### config.mk
export PLATFORM = sky130hd
export DESIGN_NAME = game_core_param
export DESIGN_NICKNAME = d
export VERILOG_FILES = /design/src/rtl/game_pkg.sv /design/src/rtl/game_core_param_btn.sv /design/src/rtl/game_core_param.sv
export SDC_FILE = /design/constraint.sdc
export NUM_CORES = 1
export LEC_CHECK = 0
export BUFFER_PORTS_ARGS = -buffer_cell sky130_fd_sc_hd__clkbuf_2
export CORE_AREA = 2 2 164 166
export CTS_CLUSTER_SIZE = 28
export DETAILED_ROUTE_END_ITERATION = 7
export DIE_AREA = 0 0 166 168
export GPL_ROUTABILITY_DRIVEN = 0
export PLACE_DENSITY = 0.79
export SLEW_MARGIN = 20
export SYNTH_ARGS = -nofsm -noshare
export SYNTH_HDL_FRONTEND = slang
export SYNTH_SLANG_ARGS = --single-unit
### constraint.sdc
create_clock -name clk -period 9.6 [get_ports clk]
set_input_delay 0 -clock clk [delete_from_list [all_inputs] [get_ports clk]]
set_output_delay 0 -clock clk [all_outputs]
set_load 0.05 [all_outputs]
### src/rtl/game_pkg.sv
// game_pkg: game-mode encodings and obstacle field slicing helpers shared by game_core_param.
package game_pkg;
  typedef enum logic [1:0] {
    GM_IDLE  = 2'b00,
    GM_PLAY  = 2'b01,
    GM_PAUSE = 2'b10,
    GM_OVER  = 2'b11
  } gm_e;

  function automatic logic [31:0] fld_lo(input logic [31:0] pair, input int unsigned w);
    return pair & ((32'd1 << w) - 32'd1);
  endfunction

  function automatic logic [31:0] fld_hi(input logic [31:0] pair, input int unsigned w);
    return (pair >> w) & ((32'd1 << w) - 32'd1);
  endfunction
endpackage

### src/rtl/game_core_param_btn.sv
// btn_sync_edge: per-bit 2-FF synchroniser followed by a one-clk rising-edge pulse.
module btn_sync_edge #(
  parameter int W = 3
) (
  input  logic         clk,
  input  logic         rst_n,
  input  logic [W-1:0] din,
  output logic [W-1:0] rise
);
  logic [W-1:0] s1_q, s2_q, s3_q, s1_d, s2_d, s3_d;

  always_comb begin
    s1_d = din;
    s2_d = s1_q;
    s3_d = s2_q;
  end

  always_ff @(posedge clk or negedge rst_n)
    if (!rst_n) begin
      s1_q <= '0;
      s2_q <= '0;
      s3_q <= '0;
    end else begin
      s1_q <= s1_d;
      s2_q <= s2_d;
      s3_q <= s3_d;
    end

  assign rise = s2_q & ~s3_q;
endmodule

### src/rtl/game_core_param.sv
// game_core_param: gravity-flip runner controller (mode FSM, physics, collisions, lives).
// Optional score counter built only when GAME_SCORE_EN is defined.
module game_core_param
  import game_pkg::*;
#(
  parameter int N_OBS         = 10,
  parameter int XW            = 10,
  parameter int YW            = 9,
  parameter int UPPER_BOUND   = 120,
  parameter int LOWER_BOUND   = 360,
  parameter int PLAYER_SIZE   = 40,
  parameter int PLAYER_X      = 160,
  parameter int ACCEL         = 1,
  parameter int MAX_VEL       = 8,
  parameter int LIVES_INIT    = 3,
  parameter int INVULN_FRAMES = 60,
  parameter int SW            = 16,
  localparam int LW           = $clog2(LIVES_INIT + 1)
) (
  input  logic                  clk,
  input  logic                  rst_n,
  input  logic                  frame_tick,
  input  logic [2:0]            btn,
  input  logic [N_OBS*2*XW-1:0] obstacle_x,
  input  logic [N_OBS*2*YW-1:0] obstacle_y,
  output logic [1:0]            gamemode,
  output logic [YW-1:0]         player_y,
  output logic [LW-1:0]         lives,
  output logic                  hit,
  output logic                  invuln,
  output logic [N_OBS-1:0]      collision_flags,
  output logic [SW-1:0]         score
);
  localparam int VW = YW + 2;
  localparam int CW = $clog2(INVULN_FRAMES + 1);
  localparam logic [YW-1:0] Y_MID = YW'((UPPER_BOUND + LOWER_BOUND) / 2);
  localparam logic [YW-1:0] Y_TOP = YW'(UPPER_BOUND);
  localparam logic [YW-1:0] Y_BOT = YW'(LOWER_BOUND - PLAYER_SIZE);
  localparam logic signed [VW-1:0] S_TOP = VW'(UPPER_BOUND);
  localparam logic signed [VW-1:0] S_BOT = VW'(LOWER_BOUND - PLAYER_SIZE);
  localparam logic signed [VW-1:0] ACC = VW'(ACCEL);
  localparam logic signed [VW-1:0] VMAX = VW'(MAX_VEL);
  localparam logic [31:0] PX = 32'(PLAYER_X);
  localparam logic [31:0] PS = 32'(PLAYER_SIZE);

  logic [2:0] e;
  btn_sync_edge #(.W(3)) u_btn (.clk(clk), .rst_n(rst_n), .din(btn), .rise(e));

  gm_e mode_q, mode_d;
  logic [YW-1:0] y_q, y_d;
  logic signed [VW-1:0] vel_q, vel_d, nv, ny;
  logic dir_q, dir_d, hit_q, hit_d, fp_q, fp_d;
  logic [LW-1:0] lives_q, lives_d;
  logic [CW-1:0] cnt_q, cnt_d;
  logic [N_OBS-1:0] flags_q, flags_d, ov;
  logic start, play_tick, oob;

  for (genvar k = 0; k < N_OBS; k++) begin : g_obs
    logic [31:0] xp, yp, l, r, t, b, y32;
    assign xp  = 32'(obstacle_x[k*2*XW +: 2*XW]);
    assign yp  = 32'(obstacle_y[k*2*YW +: 2*YW]);
    assign l   = fld_lo(xp, XW);
    assign r   = fld_hi(xp, XW);
    assign t   = fld_lo(yp, YW);
    assign b   = fld_hi(yp, YW);
    assign y32 = 32'(y_q);
    assign ov[k] = !(l == r && t == b) && PX <= r && PX + PS >= l && y32 <= b && y32 + PS >= t;
  end

  assign start     = mode_q == GM_IDLE && e[1];
  assign play_tick = mode_q == GM_PLAY && frame_tick && !e[1] && !e[2];
  // dir 1 = rising (y decreasing), so positive velocity moves the player up
  assign nv  = fp_q || (e[0] && mode_q == GM_PLAY) ? '0 :
               dir_q ? (vel_q >= VMAX - ACC ? VMAX : vel_q + ACC) :
                       (vel_q <= ACC - VMAX ? -VMAX : vel_q - ACC);
  assign ny  = $signed({2'b00, y_q}) - nv;
  assign oob = ny < S_TOP || ny > S_BOT;

  always_comb begin
    mode_d  = mode_q;
    y_d     = y_q;
    vel_d   = vel_q;
    dir_d   = dir_q;
    lives_d = lives_q;
    hit_d   = 1'b0;
    cnt_d   = cnt_q;
    flags_d = frame_tick ? ov : flags_q;
    fp_d    = fp_q || (e[0] && mode_q == GM_PLAY);
    if (start) begin
      mode_d  = GM_PLAY;
      y_d     = Y_MID;
      vel_d   = '0;
      dir_d   = 1'b0;
      lives_d = LW'(LIVES_INIT);
      cnt_d   = '0;
      fp_d    = 1'b0;
    end else if ((mode_q == GM_PLAY || mode_q == GM_PAUSE) && e[2]) mode_d = GM_OVER;
    else if (mode_q == GM_PLAY && e[1]) mode_d = GM_PAUSE;
    else if (mode_q == GM_PAUSE && e[1]) mode_d = GM_PLAY;
    else if (mode_q == GM_OVER && e[2]) mode_d = GM_IDLE;
    else if (play_tick) begin
      dir_d = dir_q ^ fp_d;
      fp_d  = 1'b0;
      y_d   = ny < S_TOP ? Y_TOP : ny > S_BOT ? Y_BOT : YW'(ny);
      vel_d = oob ? '0 : nv;
      if (|ov && cnt_q == '0) begin
        lives_d = lives_q - 1'b1;
        hit_d   = 1'b1;
        cnt_d   = CW'(INVULN_FRAMES);
        mode_d  = lives_q == LW'(1) ? GM_OVER : GM_PLAY;
      end else if (cnt_q != '0) cnt_d = cnt_q - 1'b1;
    end
  end

  always_ff @(posedge clk or negedge rst_n)
    if (!rst_n) begin
      mode_q  <= GM_IDLE;
      y_q     <= Y_MID;
      vel_q   <= '0;
      dir_q   <= 1'b0;
      lives_q <= LW'(LIVES_INIT);
      hit_q   <= 1'b0;
      cnt_q   <= '0;
      flags_q <= '0;
      fp_q    <= 1'b0;
    end else begin
      mode_q  <= mode_d;
      y_q     <= y_d;
      vel_q   <= vel_d;
      dir_q   <= dir_d;
      lives_q <= lives_d;
      hit_q   <= hit_d;
      cnt_q   <= cnt_d;
      flags_q <= flags_d;
      fp_q    <= fp_d;
    end

`ifdef GAME_SCORE_EN
  logic [SW-1:0] score_q, score_d;
  assign score_d = start ? '0 : play_tick && !(&score_q) ? score_q + 1'b1 : score_q;
  always_ff @(posedge clk or negedge rst_n)
    if (!rst_n) score_q <= '0;
    else score_q <= score_d;
  assign score = score_q;
`else
  assign score = '0;
`endif

  assign gamemode        = mode_q;
  assign player_y        = y_q;
  assign lives           = lives_q;
  assign hit             = hit_q;
  assign invuln          = cnt_q != '0;
  assign collision_flags = flags_q;
endmodule
; ---- Yosys cells after proc, flatten, opt, wreduce, memory -nomap -nowiden
; Cells that the tools add are included.
[word_totals]
input_bits = 386
ff_bits = 52
out_inout_bits = 41
wordCells = 242
[op_classes]
eq_ne = 28
n_reduce_logical = 88
add_sub_neg = 6
bitwise = 3
n_lt_le_gt_ge = 44
muxes = 61
[ops]
columns = operator, count
row1 = 32-bit by 9-bit >= comparator with 1-bit output, 9
row2 = 11-bit two-way mux, 11
row3 = 10-bit == test, 10
row4 = 8-bit by 10-bit >= comparator with 1-bit output (first input constant), 10
row5 = 8-bit by 10-bit less-or-equal comparator with 1-bit output (first input constant), 10
row6 = 9-bit == test, 10
row7 = 9-bit less-or-equal comparator, 10
row8 = 9-bit two-way mux, 8
row9 = 1-bit logical AND, 60
row10 = 6-bit two-way mux, 8
row11 = 2-bit two-way mux, 15
row12 = 1-bit two-way mux, 19
row13 = 6-bit nonzero test, 3
row14 = 1-bit logical NOT, 12
row15 = 6-bit AND reduction, 2
row16 = 11-bit by 1-bit adder with 11-bit output (second input constant), 1
row17 = 11-bit by 4-bit >= comparator with 1-bit output (second input constant), 1
row18 = 11-bit by 10-bit > comparator with 1-bit output (second input constant), 1
row19 = 11-bit by 4-bit less-or-equal comparator with 1-bit output (second input constant), 1
row20 = 11-bit by 8-bit less-than comparator with 1-bit output (second input constant), 1
row21 = 10-bit by 11-bit subtractor with 11-bit output, 1
row22 = 11-bit by 1-bit subtractor with 11-bit output (second input constant), 1
row23 = 9-bit by 6-bit adder with 10-bit output (second input constant), 1
row24 = 10-bit by 9-bit >= comparator with 1-bit output, 1
row25 = 16 further kinds, 24

; ---- Logic depth before layout (Yosys ltp)
; Gate-level depths: netlist of the first run.
[logic_depth]
word_depth = 16
ltp_mapped = 19
mapped_depth_nobuf = 18

; ---- Hierarchy
; Synthesis of the first run repeated with hierarchy kept, for this count alone.
[unflattened]
hier_cells = 1303
area_unflattened_um2 = 10437.5
[modules_own_cells]
columns = module, n_inst, seq_area_each_um2, area_per_inst_um2, cells_each
row1 = game_core_param, 1, 1083.5, 10171.0, 1291
row2 = btn_sync_edge, 1, 225.2, 266.5, 12

; ---- Least setup slack after synthesis of the first run
; Ideal clock, no wire load.
[synth_timing]
path_kind = flip-flop to flip-flop
start = register mode_q[1], in the netlist gamemode[1]
end = register y_q[0], in the netlist player_y[0]
period_less_slack_ps = 4078
n_path_buf = 1
required_ps = 9514
stages_incl_launch_ff = 18
setup_ps = 86
arrival_time_ps = 3992
path_slack_ps = 5522
path_cell_list = dfrtp_1 -> inv_1 -> ha_1 -> nand2_1 -> o21bai_1 -> nor4_1 -> ha_1 -> inv_1 -> fa_1 -> a21o_1 -> a21oi_1 -> xnor2_1 -> or4_1 -> a21oi_1 -> o21a_1 -> o2111ai_1 -> buf_2 -> o22ai_1
[synth_via]
elab_chain_cells = 14
elab_cells_between_ends = 33
classes_between = 1 x add/sub / 2 x order compare / 7 x eq/ne / 9 x mux / 14 x reduce/logical
[synth_rtl]
columns = element, line_no
row1 = from (decl), game_core_param.sv:49  ; gm_e mode_q, mode_d;
row2 = from (signal assigned), game_core_param.sv:127  ; mode_q <= mode_d;
row3 = 2-bit by 1-bit == test with 1-bit output, n/a
row4 = 1-bit logical AND, game_core_param.sv:73  ; assign nv = fp_q || (e[0] && mode_q == GM_PLAY) ? '0 :
row5 = 1-bit logical OR, game_core_param.sv:73
row6 = 11-bit two-way mux, game_core_param.sv:73
row7 = 10-bit by 11-bit subtractor with 11-bit output, game_core_param.sv:76  ; assign ny = $signed({2'b00, y_q}) - nv;
row8 = 11-bit by 10-bit > comparator with 1-bit output, game_core_param.sv:104  ; y_d = ny < S_TOP ? Y_TOP : ny > S_BOT ? Y_BOT : YW'(ny);
row9 = 9-bit two-way mux (2 in a row), game_core_param.sv:104
row10 = 9-bit two-way mux, game_core_param.sv:101  ; else if (play_tick) begin
row11 = 9-bit two-way mux, game_core_param.sv:100  ; else if (mode_q == GM_OVER && e[2]) mode_d = GM_IDLE;
row12 = 9-bit two-way mux, game_core_param.sv:99  ; else if (mode_q == GM_PAUSE && e[1]) mode_d = GM_PLAY;
row13 = 9-bit two-way mux, game_core_param.sv:98  ; else if (mode_q == GM_PLAY && e[1]) mode_d = GM_PAUSE;
row14 = 9-bit two-way mux, game_core_param.sv:97  ; end else if ((mode_q == GM_PLAY || mode_q == GM_PAUSE) && e[2]) mode_d = GM_OVER;
row15 = 9-bit two-way mux, game_core_param.sv:89  ; if (start) begin
row16 = to (signal assigned), game_core_param.sv:128  ; y_q <= y_d;
row17 = to (decl), game_core_param.sv:50  ; logic [YW-1:0] y_q, y_d;
; Several ways; a longest one is shown, not always the timed one. The select of a mux whose other input is x is not followed.
; A chain may end at the register's enable or synchronous reset.

; ---- Final worst setup path of the first run
[layout_timing]
start = register vel_q[1]
end = register vel_q[1]
[layout_via]
elab_chain_cells = 14
elab_cells_between_ends = 19
classes_between = 3 x add/sub / 4 x order compare / 11 x mux / 1 x reduce/logical
[layout_rtl]
columns = element, line_no
row1 = from (decl), game_core_param.sv:51  ; logic signed [VW-1:0] vel_q, vel_d, nv, ny;
row2 = from (signal assigned), game_core_param.sv:129  ; vel_q <= vel_d;
row3 = "11-bit by 1-bit subtractor with 11-bit output, or another cell as far along", game_core_param.sv:75  ; (vel_q <= ACC - VMAX ? -VMAX : vel_q - ACC);
row4 = "11-bit two-way mux, on equally long branches", "game_core_param.sv:75, game_core_param.sv:74"
row5 = 11-bit two-way mux (*), game_core_param.sv:74  ; dir_q ? (vel_q >= VMAX - ACC ? VMAX : vel_q + ACC) :
row6 = 11-bit two-way mux (*), game_core_param.sv:73
row7 = 10-bit by 11-bit subtractor with 11-bit output, game_core_param.sv:76
row8 = 11-bit by 8-bit less-than comparator with 1-bit output or 11-bit by 10-bit > comparator with 1-bit output (tied branches), game_core_param.sv:77  ; assign oob = ny < S_TOP || ny > S_BOT;
row9 = 1-bit logical OR, game_core_param.sv:77
row10 = 11-bit two-way mux (*), game_core_param.sv:105  ; vel_d = oob ? '0 : nv;
row11 = 11-bit two-way mux (*), game_core_param.sv:101
row12 = 11-bit two-way mux (*), game_core_param.sv:100
row13 = 11-bit two-way mux (*), game_core_param.sv:99
row14 = 11-bit two-way mux (*), game_core_param.sv:98
row15 = 11-bit two-way mux (*), game_core_param.sv:97
row16 = 11-bit two-way mux (*), game_core_param.sv:89
; Every way passes the cells marked *; elsewhere a longest branch is shown, timed or not. The select of a mux whose other input is x is not followed.

==> reports/metrics.csv, run 1 <==
metric,value,unit
status,"complete, no violations",
seq_area_frac_synth,12.7,%
drcViolationCount,0,
antenna_found_initial,7,
total_power,2.93,mW
fmax,0.205,GHz
syn_area_per_cell,8.13,um2
root_buffer,clkbuf_16,
fin_tns_setup,0,ps
cts_tree,done,
synth_compound_area_share,19.9,%
wl_per_cell,19.5,um
nets,2260,
synth_top_flop_cell,dfrtp_1,
dieArea,27900,um2
drtIter0Drc,919,
rsz0062_at_grt,no,
slew_headroom,29.5,%
ys_types,73,
cts_sinks,52,
crit_buf_inv,2,
viasPerCell,5.59,
ios,427,
drive_above_1_share,26.9,%
gr-usage-all-layers,27.3,%
ff2ff_setup_slack,4720,ps
synth_top_family_by_area,adder cells,
via_count,11300,
critPathMaxFanout,13,
synthXorXnorAreaFrac,17.6,%
grt_pass1_wl,60800,um
multi_input_area,8190,um2
final_util,49.0,%
cp_cell_sequence,inv_1 -> ha_1 -> o21a_1 -> o31ai_4 -> nor2_1 -> nor4_1 -> ha_1 -> inv_1 -> fa_1 -> a21o_1 -> a21oi_1 -> o21ai_0 -> o21ai_0 -> a21oi_1 -> xnor2_1 -> nand2_1 -> o2111ai_2 -> o22ai_1,
required,9740,ps
hold_viol_final,0,
final_cell_mix,"clkbuf_2 (410), ha_1 (199), inv_1 (181), xor2_1 (105), xnor2_1 (98)",
dpl.hpwl,33100,um
min_path_type,in2reg,
synth_async_sr_flop_share,100,%
grt_overflow_total,0,
synth_fa_ha_area_share,24.4,%
postCtsSetupBuffers,0,
initial_core_util,39.0,%
die_y,168,um
grt_max_degree,53,
numPortBuffers,410,
grt_pass1_vias,11600,
wl,39300,um
cts_buffers,5,
synthMuxAreaShare,1.19,%
fin_cells,2021,
leakagePower,6.75,nW
rows,60,
period_needed,4880,ps
arrival,5020,ps
ff_latch_area,1310,um2
hold-path-endpoint,collision_flags[0]$_DFFE_PN0P_,
r2r-end,vel_q[1]$_DFFE_PN0P_,
setup_viol,0,
reg2reg_depth,18,
drv_slew,0,
coreArea,26400,um2
fin_skew,7.44,ps
clk_pin_slew_worst_paths,70,ps
worst_slew_pin_slew,1060,ps
synth_cells,1264,
ant_nets,0,
worstHoldStart,frame_tick,
ir_drop,0.000184,V
whs_path_depth,2,
power_density,227,nW/um2
netlist_area,10300,um2
synth-simple-area-share,15.5,%
insertion_delay,290,ps
layout.cells.most_common,clkbuf_2,
nFillCells,2540,
drt_pass1_iterations,5,
synth-seq-cells,52,
path_delay_family,compound AO/OA/AOI/OAI gates,
slowest_delay,620,ps
start_kind,flop,
dp_slack,4550,ps
worstSetupPathType,reg2reg,
yosysWarnings,0,
period_share,50.8,%
dp.cells,2004,
fp.dieW,166,um
cts_max_level,2,
cp_slowest_cell,o2111ai_2,
setup_slack,4720,ps
syn_to_final_growth,25.6,%
cts_max_path_buffers,2,
crit_path_end_kind,flop,
maxCapViolations,0,
rr_startpoint,vel_q[1]$_DFFE_PN0P_,
synth_edf_count,0,
kinds of logic after synthesis:
family | after synthesis
AO/OA/AOI/OAI | 285
buffers and inverters | 213
adder cells (fa/ha/maj) | 200
flip-flops | 52
AND/OR/NAND/NOR | 295
multiplexers | 11
XOR/XNOR | 207
other | 1
how the worst max path moves through the flow:
stage,startpoint,to,slack (ps),cells after the start
floorplan,gamemode[1]$_DFFE_PN0P_,player_y[0]$_DFFE_PN0P_,5520,17
detailed placement,vel_q[1]$_DFFE_PN0P_,vel_q[1]$_DFFE_PN0P_,4550,18
CTS,vel_q[1]$_DFFE_PN0P_,vel_q[1]$_DFFE_PN0P_,4500,18
global route,vel_q[1]$_DFFE_PN0P_,vel_q[4]$_DFFE_PN0P_,4370,18
global placement,vel_q[1]$_DFFE_PN0P_,vel_q[2]$_DFFE_PN0P_,4610,18
finish,vel_q[1]$_DFFE_PN0P_,vel_q[1]$_DFFE_PN0P_,4720,18
per-layer routing:
metal	vias to the layer above	wire length (um)	GRT usage [%]	share of wire (%)
met4	4	1370	8.62	3.5
met2	542	19100	49.3	49
met1	5257	16000	33.4	41
li1	5396	-	-	-
met5	-	25	0	0.064
met3	94	2860	4.11	7.3
stage by stage:
| stage | area (um2) | hold slack, ps |
|---|---|---|
| finish | 12900 | 219 |
| global route | 12900 | 230 |
| CTS | 12900 | 216 |
| detailed placement | 12700 | 110 |
| global placement | 12700 | 112 |
| floorplan | 10300 | -296 |
synth_stat cells, drive strengths merged, types with 15 or more instances:
master	count	area [um2]
a2111oi	15	156
a211oi	22	165
a21o	16	120
a21oi	36	180
buf	25	171
dfrtp	46	1150
ha	199	2490
inv	181	679
nand2	49	184
nand3	21	105
nand4	46	288
nor2	53	199
nor3	28	140
nor4	44	305
o21a	19	143
o21ai	63	315
o311ai	16	140
xnor2	101	885
xor2	106	928
final cells by class:
class                   instances  area share [%]
clock buffers                   6            1.08
well taps                     341            3.31
clock inverters                 2           0.136
diodes                          5          0.0970
flip-flops and latches         52            10.1
multi-input cells            1014            63.4
repair buffers                419            16.5
inverters                     182            5.29
state kept, by name (all words and copies together), names as in the netlist, 3 cells and up:
name             cells
vel_q               11
collision_flags     10
player_y             9
cnt_q                6
u_btn.s1_q           3
u_btn.s2_q           3
u_btn.s3_q           3
where the power goes:
part	switching (mW)	leakage [nW]	internal [mW]	total [mW]
combinational	1.38	6.01	0.925	2.30
clock	0.0857	0.0779	0.106	0.192
sequential	0.154	0.665	0.278	0.431
total	1.62	6.75	1.31	2.93
what timing repair did:
item                                    CTS  global route
resized for setup                         0             0
hold buffers                              4             0
endpoints found under the hold margin    49             0
endpoints found under the setup margin    0             0
Note: power is estimated with default switching activity, not from simulation.
==> run 2: changes to the inputs <==
Settings changed: PLACE_DENSITY 0.79 to 0.81.
Clock period 9.6 ns to 3.9 ns, I/O delays scaled along.
==> run 2 against run 1 <==
The flow now finishes with violations (setup timing). Non-clock buffer count increased by 112. Hold slack improved by 39 ps. Register-to-register slack got worse by 5100 ps. Die area unchanged. Via count increased by 5.8%. Critical path depth unchanged. Clock-buffer cell count increased by 2. Sequential share of layout area decreased by 0.88 points. Cell count increased by 5.3%. Combinational power increased to 3.7 times the previous value. Global-route usage increased by 0.41 points. Worst setup slack got worse by 5100 ps. Largest power group unchanged.
==> reports/metrics.csv, run 2 (same netlist as run 1, synthesis figures left out) <==
metric,value,unit
critPathMaxFanout,5,
insertion_delay,290,ps
crit_path_end_kind,flop,
path_delay_family,compound AO/OA/AOI/OAI gates,
numPortBuffers,410,
rsz0062_at_grt,yes,
grt_pass1_wl,62400,um
worst_slew_pin_slew,1080,ps
fmax,0.236,GHz
grt_max_degree,53,
setup_viol,20,
dpl.hpwl,33900,um
dp_slack,-199,ps
drt_pass1_iterations,6,
arrival,4460,ps
initial_core_util,39.0,%
wl_per_cell,19.7,um
viasPerCell,5.62,
slew_headroom,27.8,%
layout.cells.most_common,clkbuf_2,
p_int,4.78,mW
pwr-share-clk,4.7,%
dieArea,27900,um2
coreArea,26400,um2
regMostFlops,vel_q,
grt_pass1_vias,12300,
period_share,109,%
leakagePower,7.37,nW
drtIter0Drc,842,
cts_sinks,52,
cts_tree,done,
sw_frac_of_total,50.7,%
status,"finished, violations left",
cts_buffers,5,
cp_cell_sequence,buf_6 -> ha_4 -> a21oi_2 -> o2111a_2 -> nor3_4 -> nor4_4 -> ha_2 -> inv_2 -> fa_2 -> a21o_1 -> a21oi_2 -> xnor2_1 -> or4_4 -> a21oi_2 -> o21a_1 -> o2111ai_2 -> buf_6 -> o22a_1,
ir_drop,0.000519,V
final_cell_mix,"clkbuf_2 (410), ha_1 (191), inv_1 (177), buf_4 (109), xor2_1 (102)",
antenna_found_initial,0,
postLayoutCellArea,14200,um2
netSwitchingPower,4.92,mW
drive_above_1_share,35.0,%
wl,41900,um
cp_slowest_cell,or4_4,
rows,60,
die_y,168,um
drv_slew,0,
nFillCells,2390,
start_kind,flop,
violations,setup timing,
largest_register_ffs,11,
via_count,12000,
ant_nets,0,
crit_top_cell,a21oi_2,
clk_pin_slew_worst_paths,70,ps
placed_area,13300,um2
maxCapViolations,0,
slowest_delay,530,ps
diodes,0,
cts_max_level,2,
fp.dieW,166,um
min_path_type,in2reg,
fin_skew,9.30,ps
hold_viol_final,0,
crit_buf_inv,3,
required,4120,ps
total_power,9.70,mW
period_needed,4240,ps
power_density,685,nW/um2
grt_overflow_total,0,
gr-usage-all-layers,27.7,%
syn_to_final_growth,37.8,%
nets,2372,
combPwrFrac,86.6,%
setup_slack,-338,ps
cts_max_path_buffers,2,
root_buffer,clkbuf_16,
seq_power_share,8.7,%
drcViolationCount,0,
worstSetupPathType,reg2reg,
ios,427,
whs,259,ps
## run 2: changes by cell type in the layout (fill, tap and decap cells not counted), sizes merged
cell	previous run	this run
buf	5	117
clkbuf	416	418
clkinvlp	0	1
diode	5	0
inv	183	180
## run 2: per-stage QoR
step | setup TNS (ps) | cells | utilization [%]
4_1_cts | -469 | 2112 | 52.1
5_1_grt | -8560 | 2128 | 53.7
6_report | -5400 | 2128 | 53.7
2_1_floorplan | 0 | 1279 | -
3_5_place_dp | -2350 | 2079 | 50.4
3_3_place_gp | -117 | 2079 | 50.4
## run 2: power groups by stage
stage | clock, mW | combinational [mW] | sequential (mW)
finish | 0.454 | 8.40 | 0.846
global route | 0.476 | 9.11 | 0.862
CTS | 0.448 | 7.28 | 0.835
detailed placement | 0 | 6.68 | 0.841
global placement | 0 | 6.40 | 0.836
floorplan | 0 | 3.85 | 1.12
## run 2: cell type report
| class | instances | area, um2 | area share, % |
|---|---|---|---|
| sequential | 52 | 1310 | 9.26 |
| clock buffer | 8 | 146 | 1.03 |
| inverter | 182 | 687 | 4.85 |
| multi-input combinational | 1014 | 8580 | 60.6 |
| timing repair buffer | 531 | 3010 | 21.3 |
| tap | 341 | 427 | 3.01 |
## run 2: per-layer routing
| metal | GRT usage (%) | share of wire [%] |
|---|---|---|
| met3 | 6.02 | 8.0 |
| met2 | 49.2 | 48 |
| met4 | 10.3 | 3.7 |
| met5 | 0 | 0 |
| met1 | 32.9 | 40 |
## run 2: timing repair
action	4_1_cts	5_1_grt
gates resized for setup	28	61
setup endpoints to repair	26	30
setup buffers	22	18
hold buffers	4	0
pin swaps	23	30
hold endpoints to repair	49	0
## run 2: path summary, 6_finish.rpt
check	to	slack, ps	depth (start not counted)	startpoint
max	player_y[6]$_DFFE_PN1P_	-340	18	vel_q[0]$_DFFE_PN0P_
min	collision_flags[4]$_DFFE_PN0P_	260	2	frame_tick
max reg2reg	player_y[6]$_DFFE_PN1P_	-340	18	vel_q[0]$_DFFE_PN0P_
min reg2reg	u_btn.s2_q[0]$_DFF_PN0_	350	0	u_btn.s1_q[0]$_DFF_PN0_
max in group asynchronous	player_y[3]$_DFFE_PN0P_	3020	3	rst_n
min in group asynchronous	collision_flags[0]$_DFFE_PN0P_	390	3	rst_n
==> run 3: changes to the inputs <==
Settings changed: ABC_AREA set to 1, CORE_AREA 2 2 164 166 to not set, CORE_MARGIN set to 1, CORE_UTILIZATION set to 45, DIE_AREA 0 0 166 168 to not set, PLACE_DENSITY 0.81 to 0.87.
==> run 3 against run 2 <==
The run now ends clean. Total power is 23% lower. Synthesized area is 23% higher. Non-clock buffer count is 83 lower.
==> reports/metrics.csv, run 3 <==
metric,value,unit
reg2reg_depth,20,
wl_met1,17400,um
dpl.hpwl,37500,um
drv_slew,0,
path_delay_family,simple AND/OR/NAND/NOR gates,
r2r-end,vel_q[8]$_DFFE_PN0P_,
ant_nets,0,
slew_headroom,45.2,%
cts_max_path_buffers,2,
netSwitchingPower,4.20,mW
maxCapViolations,0,
synthTopCellsByCount,"nand2_1 (759), inv_1 (454), nor2_1 (253)",
insertion_delay,300,ps
cts_tree,done,
fmax,0.264,GHz
setup_viol,0,
min_path_type,in2reg,
fp.dieW,169,um
ys_types,49,
numPortBuffers,410,
initial_core_util,46.4,%
placed_area,15200,um2
postLayoutCellArea,15600,um2
seq_area_frac_synth,10.4,%
pwr-share-clk,6.9,%
ios,427,
largest_register_ffs,11,
grt_pass1_vias,15000,
topRoutingLayerUsed,met4,
cp_slowest_cell,dfrtp_2,
crit_buf_inv,4,
period_share,97.1,%
die_y,169,um
worstHoldStart,obstacle_x[9],
synth_async_sr_flop_share,100,%
synth_top_flop_cell,dfrtp_1,
ir_drop,0.000340,V
worst_slew_pin_slew,823,ps
via_count,15600,
drtIter0Drc,921,
viasPerCell,5.10,
fin_skew,8.07,ps
layout.cells.most_common,nand2_1,
leakagePower,9.98,nW
cts_buffers,5,
power_density,478,nW/um2
multi_input_area,9520,um2
cts_max_level,2,
syn_to_final_growth,23.5,%
period_needed,3790,ps
seq_power_share,11.2,%
clk_pin_slew_worst_paths,70,ps
antenna_found_initial,4,
nFillCells,2648,
required,4090,ps
combPwrFrac,81.9,%
wl,44400,um
hold_viol_final,0,
regMostFlops,vel_q,
yosysWarnings,0,
synth_area_leaders,"nand2_1 (23%), ha_1 (20%), inv_1 (14%)",
arrival,3980,ps
sw_frac_of_total,56.6,%
ff_latch_area,1320,um2
ff2ff_setup_slack,110,ps
drive_above_1_share,19.0,%
synth_cells,2236,
crit_top_cell,nand2_1,
startpoint,gamemode[1]$_DFFE_PN0P_,
p_int,3.23,mW
grt_pass1_wl,69200,um
critPathCapture,vel_q[8]$_DFFE_PN0P_,
coreArea,27200,um2
drt_pass1_iterations,5,
drcViolationCount,0,
rr_startpoint,gamemode[1]$_DFFE_PN0P_,
yosysTopAreaCell,nand2_1,
synth-seq-cells,52,
total_power,7.43,mW
slowest_delay,420,ps
final_cell_mix,"nand2_1 (758), inv_1 (452), clkbuf_2 (410), nor2_1 (251), ha_1 (199)",
syn_area_per_cell,5.63,um2
grt_max_degree,53,
critPathMaxFanout,13,
root_buffer,clkbuf_16,
crit_cells,20,
crit_path_end_kind,flop,
grt_overflow_total,0,
dr_wl_met2,21600,um
yosys.area.top_type_share,22.6,%
fin_tns_setup,0,ps
netlist_area,12600,um2
wl_per_cell,14.5,um
yosysMostFrequentCell,nand2_1,
cts_sinks,52,
wl_met3,3310,um
nets,3266,
worstSetupPathType,reg2reg,
gr-usage-all-layers,30.0,%
start_kind,flop,
status,"complete, no violations",
dieArea,28700,um2
rows,60,
synth_edf_count,0,
cp_cell_sequence,inv_1 -> ha_1 -> a31oi_2 -> buf_4 -> nand2_1 -> nor3_2 -> ha_1 -> inv_1 -> fa_2 -> nand4_1 -> o211ai_1 -> a21oi_2 -> xor2_1 -> nand3_1 -> or2_1 -> nand3_2 -> nor2_4 -> buf_12 -> nand2_1 -> nand2_1,
-- run 3: cell types whose count changed after synthesis, sizes merged, moves of 15 or more --
cell and delta:
nand2 +717, inv +274, nor2 +205, nand3 +93
xor2 -77, a21oi +53, nor4 -43, xnor2 -38
o21ai -28, a211oi -21, o311ai -16, or2 +15
-- run 3: cells by family (layout without fill, tap and decap cells) --
kind of cell	count (synthesis)	in the layout	synth area share [%]
adder cells (fa/ha/maj)	200	200	19.9
buffers and inverters	481	911	15.0
multiplexers	2	2	0.169
AO/OA/AOI/OAI	164	164	7.42
AND/OR/NAND/NOR	1244	1244	40.7
XOR/XNOR	92	92	6.40
flip-flops	52	52	10.4
other	1	20	0.0298
-- run 3: what timing repair did --
item | CTS | global route
endpoints found under the hold margin | 50 | 0
hold buffers | 5 | 0
setup endpoints to repair | 0 | 26
buffers inserted | 0 | 8
resized for setup | 0 | 18
-- run 3: cell type report --
class                   count  share of cell area, %
repair buffers            448                   15.3
clock inverters             2                  0.225
clock buffers               6                  0.828
multi-input cells        1718                   61.2
diodes                      4                 0.0643
inverters                 455                   11.0
well taps                 372                   2.99
flip-flops and latches     52                   8.45
-- run 3: tightest hold or removal path, stage by stage --
cell and delay (ps):
clkbuf_2 110, nor2_1 40, nand2_1 50, nor2_1 70, nand4_1 110, o21ai_0 80
-- run 3: power by group through the flow --
stage | combinational [mW] | sequential (mW) | clock (mW)
2_1_floorplan | 3.81 | 1.04 | 0
3_3_place_gp | 5.50 | 0.826 | 0
3_5_place_dp | 5.73 | 0.837 | 0
4_1_cts | 5.78 | 0.828 | 0.508
5_1_grt | 6.82 | 0.852 | 0.532
6_report | 6.09 | 0.836 | 0.511
-- run 3: how the worst min path moves through the flow --
stage | to | slack (ps) | depth (start not counted)
2_1_floorplan | cnt_q[0]$_DFFE_PN0P_ | -300 | 0
3_3_place_gp | u_btn.s1_q[0]$_DFF_PN0_ | 110 | 1
3_5_place_dp | u_btn.s1_q[0]$_DFF_PN0_ | 120 | 1
4_1_cts | collision_flags[0]$_DFFE_PN0P_ | 210 | 6
5_1_grt | collision_flags[8]$_DFFE_PN0P_ | 240 | 4
6_report | collision_flags[0]$_DFFE_PN0P_ | 200 | 6
-- run 3: per-layer routing --
layer,vias up,global-route usage (%)
met5,-,0
met4,0,14.5
met3,148,4.13
met2,648,55.6
met1,7014,33.7
li1,7790,-
-- run 3: through the flow --
step / hold slack, ps / util, % / cells / setup slack (ps)
after floorplan: -296 / - / 2251 / 113
after global placement: 113 / 56.0 / 3032 / 274
after detailed placement: 115 / 56.0 / 3032 / 65.5
after CTS: 206 / 56.8 / 3045 / 29.6
after global routing: 240 / 57.3 / 3057 / -107
final: 204 / 57.3 / 3057 / 112
